<file path="src/rtl/shift_engine.sv">
// Multi-cycle shift/rotate engine: captures a selected operand and amount,
// then shifts one bit per cycle and pulses done when the result is valid.
module shift_engine #(
    parameter int WIDTH   = 32,
    parameter int NUM_SRC = 3,
    parameter int SEL_W   = 2,
    parameter int AMT_W   = 5
) (
    input  logic                     clk,
    input  logic                     reset,
    input  logic                     start,
    input  logic [SEL_W-1:0]         src_sel,
    input  logic [NUM_SRC*WIDTH-1:0] src_data,
    input  logic                     amt_sel,
    input  logic [AMT_W-1:0]         amt_in,
    input  logic [2:0]               op,
    output logic                     busy,
    output logic                     done,
    output logic [WIDTH-1:0]         result
);

    typedef enum logic [1:0] {IDLE, SHIFT, DONE} state_t;

    localparam logic [2:0] OP_SLL = 3'b000;
    localparam logic [2:0] OP_SRL = 3'b001;
    localparam logic [2:0] OP_SRA = 3'b010;
    localparam logic [2:0] OP_ROR = 3'b011;
    localparam logic [2:0] OP_ROL = 3'b100;

    state_t            state;
    state_t            next_state;
    logic [WIDTH-1:0]  operand;
    logic [AMT_W-1:0]  amount;
    logic [WIDTH-1:0]  shifted;
    logic [AMT_W-1:0]  cnt;
    logic [2:0]        op_q;

    // Out-of-range selectors fall through to an all-zero operand.
    always_comb begin
        operand = '0;
        for (int unsigned k = 0; k < NUM_SRC; k++) begin
            if (src_sel == SEL_W'(k)) begin
                operand = src_data[k*WIDTH +: WIDTH];
            end
        end
    end

    assign amount = amt_sel ? operand[AMT_W-1:0] : amt_in;

    always_comb begin
        shifted = result;
        case (op_q)
            OP_SLL:  shifted = {result[WIDTH-2:0], 1'b0};
            OP_SRL:  shifted = {1'b0, result[WIDTH-1:1]};
            OP_SRA:  shifted = {result[WIDTH-1], result[WIDTH-1:1]};
            OP_ROR:  shifted = {result[0], result[WIDTH-1:1]};
            OP_ROL:  shifted = {result[WIDTH-2:0], result[WIDTH-1]};
            default: shifted = result;
        endcase
    end

    always_comb begin
        next_state = state;
        case (state)
            IDLE:    if (start) next_state = (amount != '0) ? SHIFT : DONE;
            SHIFT:   if (cnt == AMT_W'(1)) next_state = DONE;
            DONE:    next_state = IDLE;
            default: next_state = IDLE;
        endcase
    end

    always_ff @(posedge clk) begin
        if (reset) begin
            state <= IDLE;
        end else begin
            state <= next_state;
        end
    end

    always_ff @(posedge clk) begin
        if (reset) begin
            result <= '0;
            cnt    <= '0;
            op_q   <= '0;
        end else begin
            case (state)
                IDLE: begin
                    if (start) begin
                        result <= operand;
                        cnt    <= amount;
                        op_q   <= op;
                    end
                end
                SHIFT: begin
                    result <= shifted;
                    cnt    <= cnt - AMT_W'(1);
                end
                default: ;
            endcase
        end
    end

    assign busy = (state != IDLE);
    assign done = (state == DONE);

endmodule

</file>
<file path="config.mk">
export PLATFORM = sky130hd
export DESIGN_NAME = shift_engine
export DESIGN_NICKNAME = d
export VERILOG_FILES = /design/src/rtl/shift_engine.sv
export SDC_FILE = /design/constraint.sdc
export NUM_CORES = 1
export LEC_CHECK = 0
export ABC_AREA = 1
export BUFFER_PORTS_ARGS = -buffer_cell sky130_fd_sc_hd__buf_2
export CORE_UTILIZATION = 25
export CTS_CLUSTER_SIZE = 25
export DETAILED_ROUTE_END_ITERATION = 16
export HOLD_SLACK_MARGIN = 0.15
export PLACE_DENSITY = 0.48
export SLEW_MARGIN = 25
export SYNTH_ARGS = -nofsm -noshare
export SYNTH_HDL_FRONTEND = slang
export SYNTH_SLANG_ARGS = --single-unit
</file>
<file path="constraint.sdc">
create_clock -name clk -period 2.2 [get_ports clk]
set_input_delay 0.55 -clock clk [delete_from_list [all_inputs] [get_ports clk]]
set_output_delay 0.55 -clock clk [all_outputs]
set_load 0.01 [all_outputs]
</file>
# Yosys cells after proc, flatten, opt, wreduce, memory -nomap -nowiden
# Cells that the tools add are included.
[classes]
add_sub_neg = 1
n_eq_ne = 14
n_mux = 13
reduce_logical = 11
[ops]
columns = ["op", "count"]
rows = [
  ["$pmux 32 s5", 1],
  ["$mux 32", 4],
  ["$pmux 32 s2", 1],
  ["$mux 5", 2],
  ["$pmux 5 s2", 1],
  ["$eq 3x2->1 const B", 2],
  ["$mux 2", 3],
  ["$ne 2x2->1 const B", 3],
  ["$ne 6x1->1 const B", 1],
  ["$reduce_and 2->1", 3],
  ["$eq 5x1->1 const B", 1],
  ["$ne 5x1->1 const B", 1],
  ["$reduce_bool 5->1", 1],
  ["$sub 5x1->5 const B", 1],
  ["$eq 2x1->1 const B", 2],
  ["$eq 2x2->1 const B", 2],
  ["$logic_not 2->1", 2],
  ["$pmux 2 s2", 1],
  ["$reduce_and 4->1", 1],
  ["$reduce_bool 2->1", 2],
  ["$eq 3x1->1 const B", 1],
  ["$eq 3x3->1 const B", 1],
  ["$logic_not 3->1", 1],
  ["$reduce_and 3->1", 1],
]
[totals]
ff_bits = 42
inputBits = 110
out_inout_bits = 34
elab_cells = 44

# Depth between registers and ports, before layout
[logic_depth]
word_depth = 9
mapped_depth = 11
mapped_depth_nobuf = 10

# Worst setup path after synthesis
# No wires, ideal clock.
[synth_timing]
kind = "input to register"
from = "in src_sel[0]"
to = "reg result[11]"
setup_time_ns = 0.057
t_arrival_ns = 1.500
required_ns = 2.143
slack_ns = 0.643
cell_stages = 10
n_path_buf = 3
cell_sequence = "buf_4 > nor2_4 > buf_6 > buf_4 > nand2_1 > nand3_1 > nand2_1 > nand3_1 > o211ai_2 > inv_1"
[synth_via]
elab_chain_len = 6
elab_cells_between_ends = 8
classes_between = "2 x eq/ne; 5 x mux; 1 x reduce/logical"
[synth_lines]
columns = ["element", "line_no", "text"]
rows = [
  ["start: declaration", "12", "input logic [SEL_W-1:0] src_sel,"],
  ["$logic_not 2->1", "42", "if (src_sel == SEL_W'(k)) begin"],
  ["$mux 32 (2 in series)", "42", ""],
  ["$mux 32 *", "42", ""],
  ["$mux 32 *", "88", "if (start) begin"],
  ["$pmux 32 s2 *", "86", "case (state)"],
  ["end signal: assignment", "89", "result <= operand;"],
  ["end signal: assignment", "95", "result <= shifted;"],
  ["end: declaration", "19", "output logic [WIDTH-1:0] result"],
]
# Mark *: on every way between the ends. The rest lies on a longest branch, timed or not. The select of a mux whose other input is x is not followed.
# A chain may end at the register's enable or synchronous reset.

# Final worst setup path
[layout_timing]
from = "reg op_q[1]"
to = "reg result[25]"
[layout_via]
elab_chain_len = 3
elab_cells_between_ends = 9
classes_between = "5 x eq/ne; 2 x mux; 2 x reduce/logical"
[layout_lines]
columns = ["element", "line_no", "text"]
rows = [
  ["start: declaration", "36", "logic [2:0] op_q;"],
  ["start signal: assignment", "91", "op_q <= op;"],
  ["$eq 3x3->1, or another cell as far along", "52", "case (op_q)"],
  ["$pmux 32 s5 or $ne 6x1->1 (tied branches)", "-", ""],
  ["$pmux 32 s2 or $reduce_and 3->1 (tied branches)", "-", ""],
]
# Parallel ways exist; a longest one is shown, timed or not.

==> key figures <==
Critical path
  – Crit-path leading delay family: simple AND/OR/NAND/NOR gates
  – Setup crit start: op_q[1]$_SDFFE_PP0P_
  – Worst EP arrival: ~1.9 ns
  – Most used cell, CP: inv_2
  – CP max stage delay: around 0.37 ns
  – WP buf/inv: 2
  – Worst Reg-to-Reg Cells: 7
  – CP Capture Type: register
  – CP max FO: 35
  – Crit-path cells: nor2_2 > nor2_4 > inv_2 > o21ai_0 > nand3_2 > o211ai_2 > inv_2
  – Worst Setup Start Kind: register
  – Worst reg2reg endpoint: result[25]$_SDFFE_PP0P_
  – Critical R2R Launch: op_q[1]$_SDFFE_PP0P_
  – R2R Setup Slk: roughly 0.45 ns
  – Worst-path cell with the longest stage delay: dfxtp_1
  – WS Path Type: reg -> reg
  – Crit path required time: 2.39 ns

Yosys
  – Compound-Gate Fraction of Synth Area: 0.230
  – EDFF count, synth: 0
  – Dominant cells by area after synthesis: dfxtp_1, nand2_1, o211ai_2
  – Yosys top cell by area: dfxtp_1
  – Share of the synthesized area in the top cell type: 0.255
  – Largest family of logic cells by synthesized area: simple AND/OR/NAND/NOR gates
  – Post-Synth Adder-Cell Area: 0.00758
  – Yosys cell types: 34
  – Synth Register Bits: 42
  – Post-synthesis cell area: about 3300 um2
  – Synth Area in Simple Gates: 0.381
  – Post-synthesis mux area share: 0
  – Synth Area per Inst: around 6.5 um2
  – Ys flop type: dfxtp_1
  – Cells after synthesis: about 500
  – Post-synth ARST share: 0
  – Syn nets: between 600 and 700
  – Yosys warning count: 0
  – Synth Area in XOR/XNOR: 0
  – Seq/Total Area, Yosys: 0.255

Placed design
  – DP HPWL: 8290 um
  – Placed Cells incl. Taps: 805
  – Final Wtd Congestion: approximately 0.80
  – Port buffer count: 143

Global routing
  – Total GRT Usage: 0.156
  – Largest net degree at the start of global routing: 36
  – Grt ovf: 0
  – Number of global-route vias before repair: between 3000 and 4000
  – Global-route wire length before repair: ~17000 um
  – Initial antenna violation count: 0

Hold path
  – Hold Crit Class: reg -> reg
  – Hold Path Origin: op_q[0]$_SDFFE_PP0P_
  – WHS Endpoint: op_q[0]$_SDFFE_PP0P_
  – Hold Path Stages: 2

Detailed routing
  – Antenna Nets Post-Route: 0
  – DRC Markers: 0
  – Via count: approximately 3700
  – Via density per instance: ~4.6
  – Initial DRC count: around 190
  – Routed wire length: about 11000 um
  – Wire per inst: 13.3 um
  – TritonRoute pass-1 iters: 6

Floorplanning
  – Rows: 41
  – Initial Util: 0.259
  – Die Y: 117 um
  – Die area: 13700 um2
  – Die extent in x: around 120 um
  – I/O pin cnt: around 140
  – Core area: about 13000 um2

Timing
  – Setup tns final: 0 ns
  – Max Clk Rate: between 500 and 600 MHz
  – Relative slew margins: 0.634
  – Tmin final: between 1.5 and 2 ns
  – Final hold slack: between 0.4 and 0.5 ns
  – Worst clock skew: around 0.012 ns
  – Final Hold Fails: 0
  – Worst-Margin Slew: approximately 0.55 ns
  – RSZ-0062 raised after global routing: false
  – Pins Over Slew Limit: 0
  – Fin crit share: 0.795
  – Setup violators final: 0

Pwr
  – PnR Total Power: roughly 3 mW
  – Lkg Pwr: 2.21 nW
  – Maximum VDD drop: roughly 350 uV
  – P per Cell Area: a little under 700 nW/um2

Clocking
  – Worst skew pair latency: 0.28 ns
  – Cts hold-fix bufs: 0
  – CTS tree: done
  – Post-CTS Setup Bufs: 0
  – Sink Count: between 40 and 50
  – Root buf cell: clkbuf_16
  – H-tree depth: 2
  – Post-cts sizing count: 0
  – Clock-pin transition on the worst setup and hold timing paths: about 0.070 ns
  – Clk buf depth: 2
  – Total CTS buffers: 5

Cells and area
  – # nets final: about 750
  – Layout cells sized above 1: 0.359
  – P&R area growth vs syn: 29.9%
  – Non-Filler Instances: around 810
  – Final core occ: 0.336
  – Commonest non-fill, non-tap cell in the layout: nand2_1
  – N_diodes: 0
  – Most frequent cells in the layout: nand2_1, buf_2, nand3_1, nor2_1, dfxtp_1
  – Layout fillers: about 1400

Outcome
  – Status: complete, no violations

Run
  – Maxcap violations: 0
-- synthesized netlist by cell type, types with 2 or more instances --
| library cell | n |
|---|---|
| nor2_1 | 51 |
| a21oi_1 | 14 |
| dfxtp_1 | 42 |
| o211ai_1 | 4 |
| buf_6 | 4 |
| nand2_4 | 2 |
| a31o_2 | 2 |
| o21ai_1 | 8 |
| nand3_2 | 12 |
| buf_4 | 4 |
| nand3_1 | 54 |
| a31o_1 | 3 |
| nand2_1 | 147 |
| buf_2 | 11 |
| nor2_8 | 2 |
| inv_1 | 38 |
| clkbuf_1 | 9 |
| o21ai_0 | 36 |
| inv_2 | 18 |
| ha_1 | 2 |
| o211ai_2 | 26 |
| buf_12 | 2 |
| a31oi_1 | 6 |
| nor2_4 | 3 |
-- routing by layer --
metal,vias to the layer above,part of all wire,track usage
met5,-,0,0
met4,0,0.0034,0.0304
met1,1634,0.50,0.220
li1,1928,-,-
met2,137,0.43,0.253
met3,2,0.070,0.0257
-- cells by family (layout without fill, tap and decap cells) --
logic type,after synthesis,in the layout
simple gates,276,276
compound gates,103,103
buf+inv,87,218
flops,42,42
fa+ha+maj,2,2
-- worst max path at each step --
stage / to / slack (ns) / depth (start not counted)
3_5_place_dp: cnt[4]$_SDFFE_PP0P_ / 0.32 / 9
3_3_place_gp: cnt[4]$_SDFFE_PP0P_ / 0.39 / 9
5_1_grt: result[29]$_SDFFE_PP0P_ / 0.31 / 7
2_1_floorplan: result[11]$_SDFFE_PP0P_ / 0.64 / 10
6_report: result[25]$_SDFFE_PP0P_ / 0.45 / 7
4_1_cts: result[25]$_SDFFE_PP0P_ / 0.46 / 7
-- where the power goes --
group	leakage (nW)	internal [mW]	switching, mW
clock network	0.0740	0.421	0.320
registers	0.348	0.888	0.145
logic	1.78	0.469	0.724
total	2.21	1.78	1.19
-- flip-flops by register name, indices dropped and copies added (netlist names) --
| name | count |
|---|---|
| op_q | 3 |
| cnt | 5 |
| result | 32 |
| state | 2 |
-- per-stage QoR --
| step | worst slack, ns | instance area (um2) |
|---|---|---|
| 2_1_floorplan | 0.643 | 3300 |
| 3_3_place_gp | 0.392 | 4150 |
| 3_5_place_dp | 0.320 | 4150 |
| 4_1_cts | 0.457 | 4290 |
| 5_1_grt | 0.306 | 4290 |
| 6_report | 0.451 | 4290 |
-- cell type report --
type                    instances  area (um2)  share of cell area
clock inverters                 3        18.8             0.00437
clock buffers                   5         125              0.0292
well taps                     172         215              0.0502
multi-input cells             381        2040               0.477
flip-flops and latches         42         841               0.196
repair buffers                154         836               0.195
inverters                      56         210              0.0490
-- worst reg2reg max path, stage by stage (launching register included) --
cell,delay [ns]
dfxtp_1,0.37
nor2_2,0.08
nor2_4,0.31
inv_2,0.34
o21ai_0,0.34
nand3_2,0.10
o211ai_2,0.08
inv_2,0.03
Note: power is estimated with default switching activity, not from simulation.
